==> config.mk <==
export PLATFORM = sky130hd
export DESIGN_NAME = demux1to4
export DESIGN_NICKNAME = d
export VERILOG_FILES = /design/src/rtl/demux1to4.sv
export SDC_FILE = /design/constraint.sdc
export NUM_CORES = 1
export LEC_CHECK = 0
export ABC_AREA = 1
export CELL_PAD_IN_SITES_DETAIL_PLACEMENT = 0
export CELL_PAD_IN_SITES_GLOBAL_PLACEMENT = 1
export CORE_UTILIZATION = 48
export CTS_BUF_LIST = sky130_fd_sc_hd__clkbuf_2
export CTS_CLUSTER_SIZE = 28
export DETAILED_ROUTE_END_ITERATION = 12
export PLACE_DENSITY = 0.93
export SYNTH_ARGS = -nofsm -noshare
export SYNTH_HDL_FRONTEND = slang
export SYNTH_SLANG_ARGS = --single-unit
==> constraint.sdc <==
create_clock -name clk -period 6.06 [get_ports clk]
set_input_delay 0.606 -clock clk [delete_from_list [all_inputs] [get_ports clk]]
set_output_delay 0.606 -clock clk [all_outputs]
set_load 0.01 [all_outputs]
==> src/rtl/demux1to4.sv <==
// 1-to-4 demultiplexer feeding four independent DEPTH-entry FIFOs.
// Words are steered to a FIFO by ctrl, and each FIFO shows its oldest word on out1..out4.
module demux1to4 #(
    parameter int unsigned WIDTH = 32,
    parameter int unsigned DEPTH = 2
) (
    input  logic             clk,
    input  logic             rst_n,
    input  logic [1:0]       ctrl,
    input  logic [WIDTH-1:0] in_data,
    input  logic             in_valid,
    output logic             in_ready,
    output logic [WIDTH-1:0] out1,
    output logic [WIDTH-1:0] out2,
    output logic [WIDTH-1:0] out3,
    output logic [WIDTH-1:0] out4,
    output logic [3:0]       out_valid,
    input  logic [3:0]       out_ready
);

    localparam int unsigned NCH = 4;
    localparam int unsigned PW  = (DEPTH > 1) ? $clog2(DEPTH) : 1;
    localparam int unsigned CW  = $clog2(DEPTH + 1);

    logic [WIDTH-1:0] mem   [NCH][DEPTH];
    logic [PW-1:0]    rptr  [NCH];
    logic [PW-1:0]    wptr  [NCH];
    logic [CW-1:0]    count [NCH];
    logic [WIDTH-1:0] head  [NCH];
    logic [NCH-1:0]   push;
    logic [NCH-1:0]   pop;

    // Handshake decode. A full channel refuses the push even when a same-cycle pop is possible.
    always_comb begin
        in_ready  = rst_n && (count[ctrl] != CW'(DEPTH));
        push      = '0;
        pop       = '0;
        out_valid = '0;
        for (int k = 0; k < NCH; k++) begin
            out_valid[k] = (count[k] != '0);
            push[k]      = in_valid && in_ready && (ctrl == 2'(k));
            pop[k]       = out_valid[k] && out_ready[k];
            head[k]      = out_valid[k] ? mem[k][rptr[k]] : '0;
        end
    end

    assign out1 = head[0];
    assign out2 = head[1];
    assign out3 = head[2];
    assign out4 = head[3];

    // Pointers and occupancy. Pointers wrap naturally because DEPTH is a power of two.
    always_ff @(posedge clk) begin
        if (!rst_n) begin
            for (int k = 0; k < NCH; k++) begin
                rptr[k]  <= '0;
                wptr[k]  <= '0;
                count[k] <= '0;
            end
        end else begin
            for (int k = 0; k < NCH; k++) begin
                if (push[k]) wptr[k] <= wptr[k] + PW'(1);
                if (pop[k])  rptr[k] <= rptr[k] + PW'(1);
                case ({push[k], pop[k]})
                    2'b10:   count[k] <= count[k] + CW'(1);
                    2'b01:   count[k] <= count[k] - CW'(1);
                    default: count[k] <= count[k];
                endcase
            end
        end
    end

    // Storage needs no reset; stale entries are masked by the occupancy count.
    always_ff @(posedge clk) begin
        for (int k = 0; k < NCH; k++) begin
            if (push[k]) mem[k][wptr[k]] <= in_data;
        end
    end

endmodule

### Word level (Yosys, flattened, before mapping)

Memory sizes are Yosys's and may differ from the RTL's.
Index checks and enable logic that the tools add are counted.

| word-level totals | value |
|---|---|
| memory bits (writable) | 272 |
| memories | 4 |
| output and inout bits | 133 |
| word-level logic and storage cells | 216 |
| input port bits | 41 |
| register bits after elaboration | 0 |

| cells by class | value |
|---|---|
| reduce and logical (&&, ||, !) cells | 26 |
| add/subtract/negate cells | 16 |
| mux-type cells | 118 |
| equal/unequal tests | 12 |
| bitwise operators | 28 |
| magnitude comparators | 12 |

Memory list:

| memory | depth | width | rd ports | clocked after Yosys merged registers in | wr ports | line | RTL |
|---|---|---|---|---|---|---|---|
| mem | 4 | 64 | 4 | 0 | 1 | 25 | `logic [WIDTH-1:0] mem [NCH][DEPTH];` |
| count | 4 | 2 | 5 | 0 | 4 | 28 | `logic [CW-1:0] count [NCH];` |
| rptr | 4 | 1 | 4 | 0 | 4 | 26 | `logic [PW-1:0] rptr [NCH];` |
| wptr | 4 | 1 | 4 | 0 | 4 | 27 | `logic [PW-1:0] wptr [NCH];` |

Operators by type and width:

| operator | count |
|---|---|
| $mux 32 | 20 |
| $mux 64 | 10 |
| $reduce_or 64->1 | 3 |
| $demux 32 s1 | 4 |
| $mux 1 | 69 |
| $mux 2 | 15 |
| $or 1x1->1 | 20 |
| $ge 2x2->1 const B | 8 |
| $not 1->2 | 8 |
| $logic_and 1x1->1 | 14 |
| $eq 2x2->1 const B | 6 |
| $eq 2x1->1 const B | 5 |
| $add 1x1->1 const B | 8 |
| $add 2x1->2 const B | 4 |
| $lt 2x1->1 const B | 4 |
| $reduce_bool 2->1 | 4 |
| $reduce_or 2->1 | 4 |
| $sub 2x1->2 const B | 4 |
| $logic_not 2->1 | 1 |
| $ne 2x2->1 const B | 1 |

### Logic depth before layout (Yosys ltp)

An unclocked memory read counts as a cell.

| logic depth | value |
|---|---|
| depth in word-level cells | 12 |
| mapped depth | 13 |
| mapped depth without buffers | 12 |

### Worst setup path after synthesis

OpenSTA, ideal clock, no wires.

| timing path | value |
|---|---|
| path type | in2reg |
| from | input port ctrl[0] |
| to | memory mem[3][0] (netlist name), enable pin |
| required time | 5.639 ns |
| library setup time | 0.421 ns |
| cell stages on the path | 10 |
| path buffers | 1 |
| setup slack | 2.885 ns |
| arrival time | 2.754 ns |
| cell sequence | buf_4 -> nor2_2 -> nand2_1 -> nand2_1 -> nor2_1 -> nand2_2 -> nand3_4 -> nor2_4 -> inv_2 -> nor2_1 |

| on the way | value |
|---|---|
| word-level cells in the longest chain between the ends | 11 |
| elaborated cells between the ends (all ways) | 29 |
| those cells by class | eq/ne: 4; mux: 14; reduce/logical: 10; memory: 1 |

Ends and longest elaborated chain:

| what | line | RTL |
|---|---|---|
| start: declaration | 9 | `input logic [1:0] ctrl,` |
| $mem_v2 4x2 | n/a |  |
| $ne 2x2->1 | 35 | `in_ready = rst_n && (count[ctrl] != CW'(DEPTH));` |
| $logic_and 1x1->1 | 35 |  |
| $logic_and 1x1->1 (2 in series) | 41 | `push[k] = in_valid && in_ready && (ctrl == 2'(k));` |
| $mux 1 | 76 | `if (push[k]) mem[k][wptr[k]] <= in_data;` |
| $mux 64 (not written as such) | 76 |  |
| $reduce_or 64->1 (no source line) | n/a |  |
| $mux 2 (no source line) / $mux 64 (equally long branches) (3 in series) | n/a |  |
| end: declaration | 25 |  |

Several ways; a longest one is shown, not always the timed one.

==> summary.md <==
Place
* **weighted congestion reported at the end of routability-driven placement** 0.754
* **Placement Setup Slack** 2.75 ns
* **Cell Count Post-Placement** 1243
* **placement-stage cell area** 12600 um^2
* **detailed placement HPWL** 15800 um
* **IO buf count** 173

Floorplanning
* **height of the die** 150 um
* **Boundary Pins** 174
* **standard cell core area** 21300 um^2
* **die outline area** 22600 um^2
* **initial cell density of the core** 49.6%
* **Die Width** 150 um
* **row count** 53

Hold path
* **kind of path behind the tightest hold check** in -> reg
* **worst hold path startpoint** out_ready[2]

Timing
* **worst rel slew slack** 18.8%
* **count of pins over their slew limit** 0
* **clock skew after layout** 0.0723 ns
* **min setup slack post-route** 2.07 ns
* **Final Setup Violations** 0
* **sum of negative setup slack** 0 ns
* **hold violation count in the final report** 0
* **period utilisation layout** 65.9%
* **crit path time final** 3.99 ns
* **Worst-Margin Slew** 1.22 ns
* **RSZ-0062 raised after global routing** false
* **timing-limited maximum frequency** 0.250 GHz

Pwr
* **VDD IR max** 157 uV
* **areal power density over the cells** 300 nW/um^2
* **Static Leak** 4.76 nW
* **Final Total Pwr** 3.95 mW

Worst setup path
* **worst setup path category** reg -> out
* **startpoint of the worst register-to-register path** count[1][0]$_SDFFCE_PN0P_
* **Critical R2R Capture** count[1][1]$_SDFFCE_PN0P_
* **end of the critical path** out3[21]
* **R2R depth** 6
* **Critical Path RT** 5.45 ns
* **worst path buffer plus inverter count** 2
* **slack of the worst reg-to-reg path** 3.35 ns
* **Worst Setup SP** rptr[2]$_DFF_P_
* **largest fanout on the critical path** 35
* **library cell contributing the largest single delay on the critical path** sky130_fd_sc_hd__dfxtp_2
* **Worst path depth** 4
* **Data arrival, critical path** 3.39 ns
* **family with the most delay on the worst path** buffers and inverters
* **Startpoint Class** flop
* **delay of the slowest critical-path stage** 0.91 ns
* **cell chain of the critical path** inv_1, nand2_1, a21oi_1, clkdlybuf4s50_1
* **CP Capture Type** output port

Global route
* **total congestion overflow** 0
* **wire length of the first global-routing pass** 38700 um
* **vias in the first global route** 7033
* **pin count of the biggest net entering global routing** 36
* **antenna violations before repair** 0
* **global routing usage summed across all routing layers** 23.5%

Clock network
* **latest clock arrival within the worst-skew pair** 0.80 ns
* **Post CTS Setup Buffer Count** 0
* **CTS tree** built
* **hold bufs inserted after CTS** 0
* **number of clock sinks seen by CTS** 272
* **CTS clock-pin slew for the worst setup and hold paths** 0.10 ns
* **number of resized instances in the post-cts repair step** 0
* **number of H-tree branching levels** 3
* **clock root buffer master** sky130_fd_sc_hd__clkbuf_2
* **maximum clock path buffer count** 3
* **total clock buffers created by CTS** 67

Cells and area
* **commonest non-fill, non-tap cells in the layout** sky130_fd_sc_hd__edfxtp_1 (266), sky130_fd_sc_hd__nand2_1 (220), sky130_fd_sc_hd__clkdlybuf4s50_1 (173)
* **post-route non-filler standard cell count** 1355
* **count of nets after finishing** 1087
* **Antenna diodes** 0
* **most common cell after layout, fill and taps aside** sky130_fd_sc_hd__edfxtp_1
* **proportion of layout cells with a drive suffix above 1** 12.0%
* **area growth from synthesis to final layout** 24.5%
* **final non-filler cell area** 13200 um^2

Logic synthesis
* **number of distinct standard cells referenced by the synthesized netlist** 24
* **register area share after synthesis** 76.7%
* **multiplexer fraction of the synthesized cell area** 0%
* **Avg Synthesized Cell Area** 12.7 um^2
* **share of the synthesized area in compound gates (AO/OA/AOI/OAI)** 7.15%
* **total standard cell area after synthesis** 10600 um^2
* **Post-Synthesis Cells** 831
* **post-synthesis sequential element count** 272
* **dominant combinational cell family by area after synthesis** simple AND/OR/NAND/NOR gates
* **post-synthesis xor/xnor area fraction** 0.332%
* **share of synthesized cell area in full adder, half adder and majority cells** 1.07%
* **simple logic cell fraction of the synthesized area** 11.9%
* **YS warnings** 0
* **Syn Nets** 881

Outcome
* **result of the run** completed

Route
* **number of search-and-repair iterations in the first detailed-routing pass** 5
* **number of vias after detailed routing** 7125
* **drt initial violations** 486
* **average wire length per cell after detail routing** 19.0 um
* **antenna violation net count after detailed routing** 0
* **number of remaining DRC errors** 0
* **routed via count divided by cell count** 5.26
* **final wirelength** 25700 um

Flow run
* **max cap viols** 0

cells in the mapped netlist:
cell type,number,share of area (%)
sky130_fd_sc_hd__nand4_1,3,0.18
sky130_fd_sc_hd__buf_2,1,0.047
sky130_fd_sc_hd__nand2_1,220,7.8
sky130_fd_sc_hd__a21oi_1,103,4.9
sky130_fd_sc_hd__o21bai_1,3,0.21
sky130_fd_sc_hd__nand3_1,3,0.14
sky130_fd_sc_hd__nor2_2,4,0.24
sky130_fd_sc_hd__o21ai_0,39,1.8
sky130_fd_sc_hd__inv_1,34,1.2
sky130_fd_sc_hd__nor2_4,1,0.11
sky130_fd_sc_hd__edfxtp_1,266,76
sky130_fd_sc_hd__ha_1,9,1.1
sky130_fd_sc_hd__clkbuf_1,40,1.4
sky130_fd_sc_hd__or2_2,3,0.18
sky130_fd_sc_hd__dfxtp_1,6,1.1
sky130_fd_sc_hd__buf_4,1,0.071
sky130_fd_sc_hd__nor2_1,80,2.8
sky130_fd_sc_hd__xnor2_1,1,0.083
sky130_fd_sc_hd__nor3_1,3,0.14
sky130_fd_sc_hd__inv_2,3,0.11
sky130_fd_sc_hd__nand3_4,1,0.17
sky130_fd_sc_hd__xor2_1,3,0.25
sky130_fd_sc_hd__o31ai_1,3,0.21
sky130_fd_sc_hd__nand2_2,1,0.059
state kept, by name, summed over array words and instances, names as in the netlist:
register / cells
wptr: 4
count: 8
mem: 256
rptr: 4
per-layer routing:
layer,up-vias,global-route usage (%),routed length [um]
met5,-,0,0
met4,0,10.0,557
met3,42,5.09,2220
met2,320,37.6,12700
met1,3434,31.3,10300
li1,3329,-,-
cell families (layout without fill, tap and decap cells):
logic type / count (synthesis) / count (layout)
AOI/OAI and AO/OA: 148 / 148
xor gates and xnor gates: 4 / 4
adders and majority gates: 9 / 9
buffers and inverters: 79 / 328
DFF: 272 / 272
and+or+nand+nor: 319 / 319
worst reg2reg max path: stages (launching register included):
cell and delay [ns]:
sky130_fd_sc_hd__edfxtp_1 0.51, sky130_fd_sc_hd__nor2_4 0.78, sky130_fd_sc_hd__nor2_1 0.24, sky130_fd_sc_hd__inv_1 0.11
sky130_fd_sc_hd__ha_1 0.25, sky130_fd_sc_hd__o31ai_1 0.33, sky130_fd_sc_hd__o21ai_0 0.19
power by group:
group	internal, mW	switching, mW
combinational	0.296	0.382
clock	0.462	0.677
sequential	2.10	0.0275
total	2.86	1.09
through the flow:
stage,hold slack [ns],util (%)
2_1_floorplan,0.476,-
3_3_place_gp,0.521,59.1
3_5_place_dp,0.531,59.1
4_1_cts,0.472,61.8
5_1_grt,0.499,61.8
6_report,0.532,61.8
area by class of cell:
class	count	area [um^2]
Tap cell	275	344
Sequential cell	272	8110
Timing Repair Buffer	179	1780
Inverter	37	139
Multi-Input combinational cell	480	2220
Fill cell	1650	8130
Clock inverter	16	90.1
Clock buffer	96	480
how the worst min path moves through the flow:
stage                           end  slack, ns  cells past startpoint
6_report            rptr[2]$_DFF_P_       0.53                      4
5_1_grt        mem[1][13]$_DFFE_PP_       0.50                      1
4_1_cts             rptr[2]$_DFF_P_       0.47                      4
3_5_place_dp        wptr[1]$_DFF_P_       0.53                      4
3_3_place_gp        wptr[2]$_DFF_P_       0.52                      4
2_1_floorplan       wptr[0]$_DFF_P_       0.48                      3
Note: power is estimated with default switching activity, not from simulation.
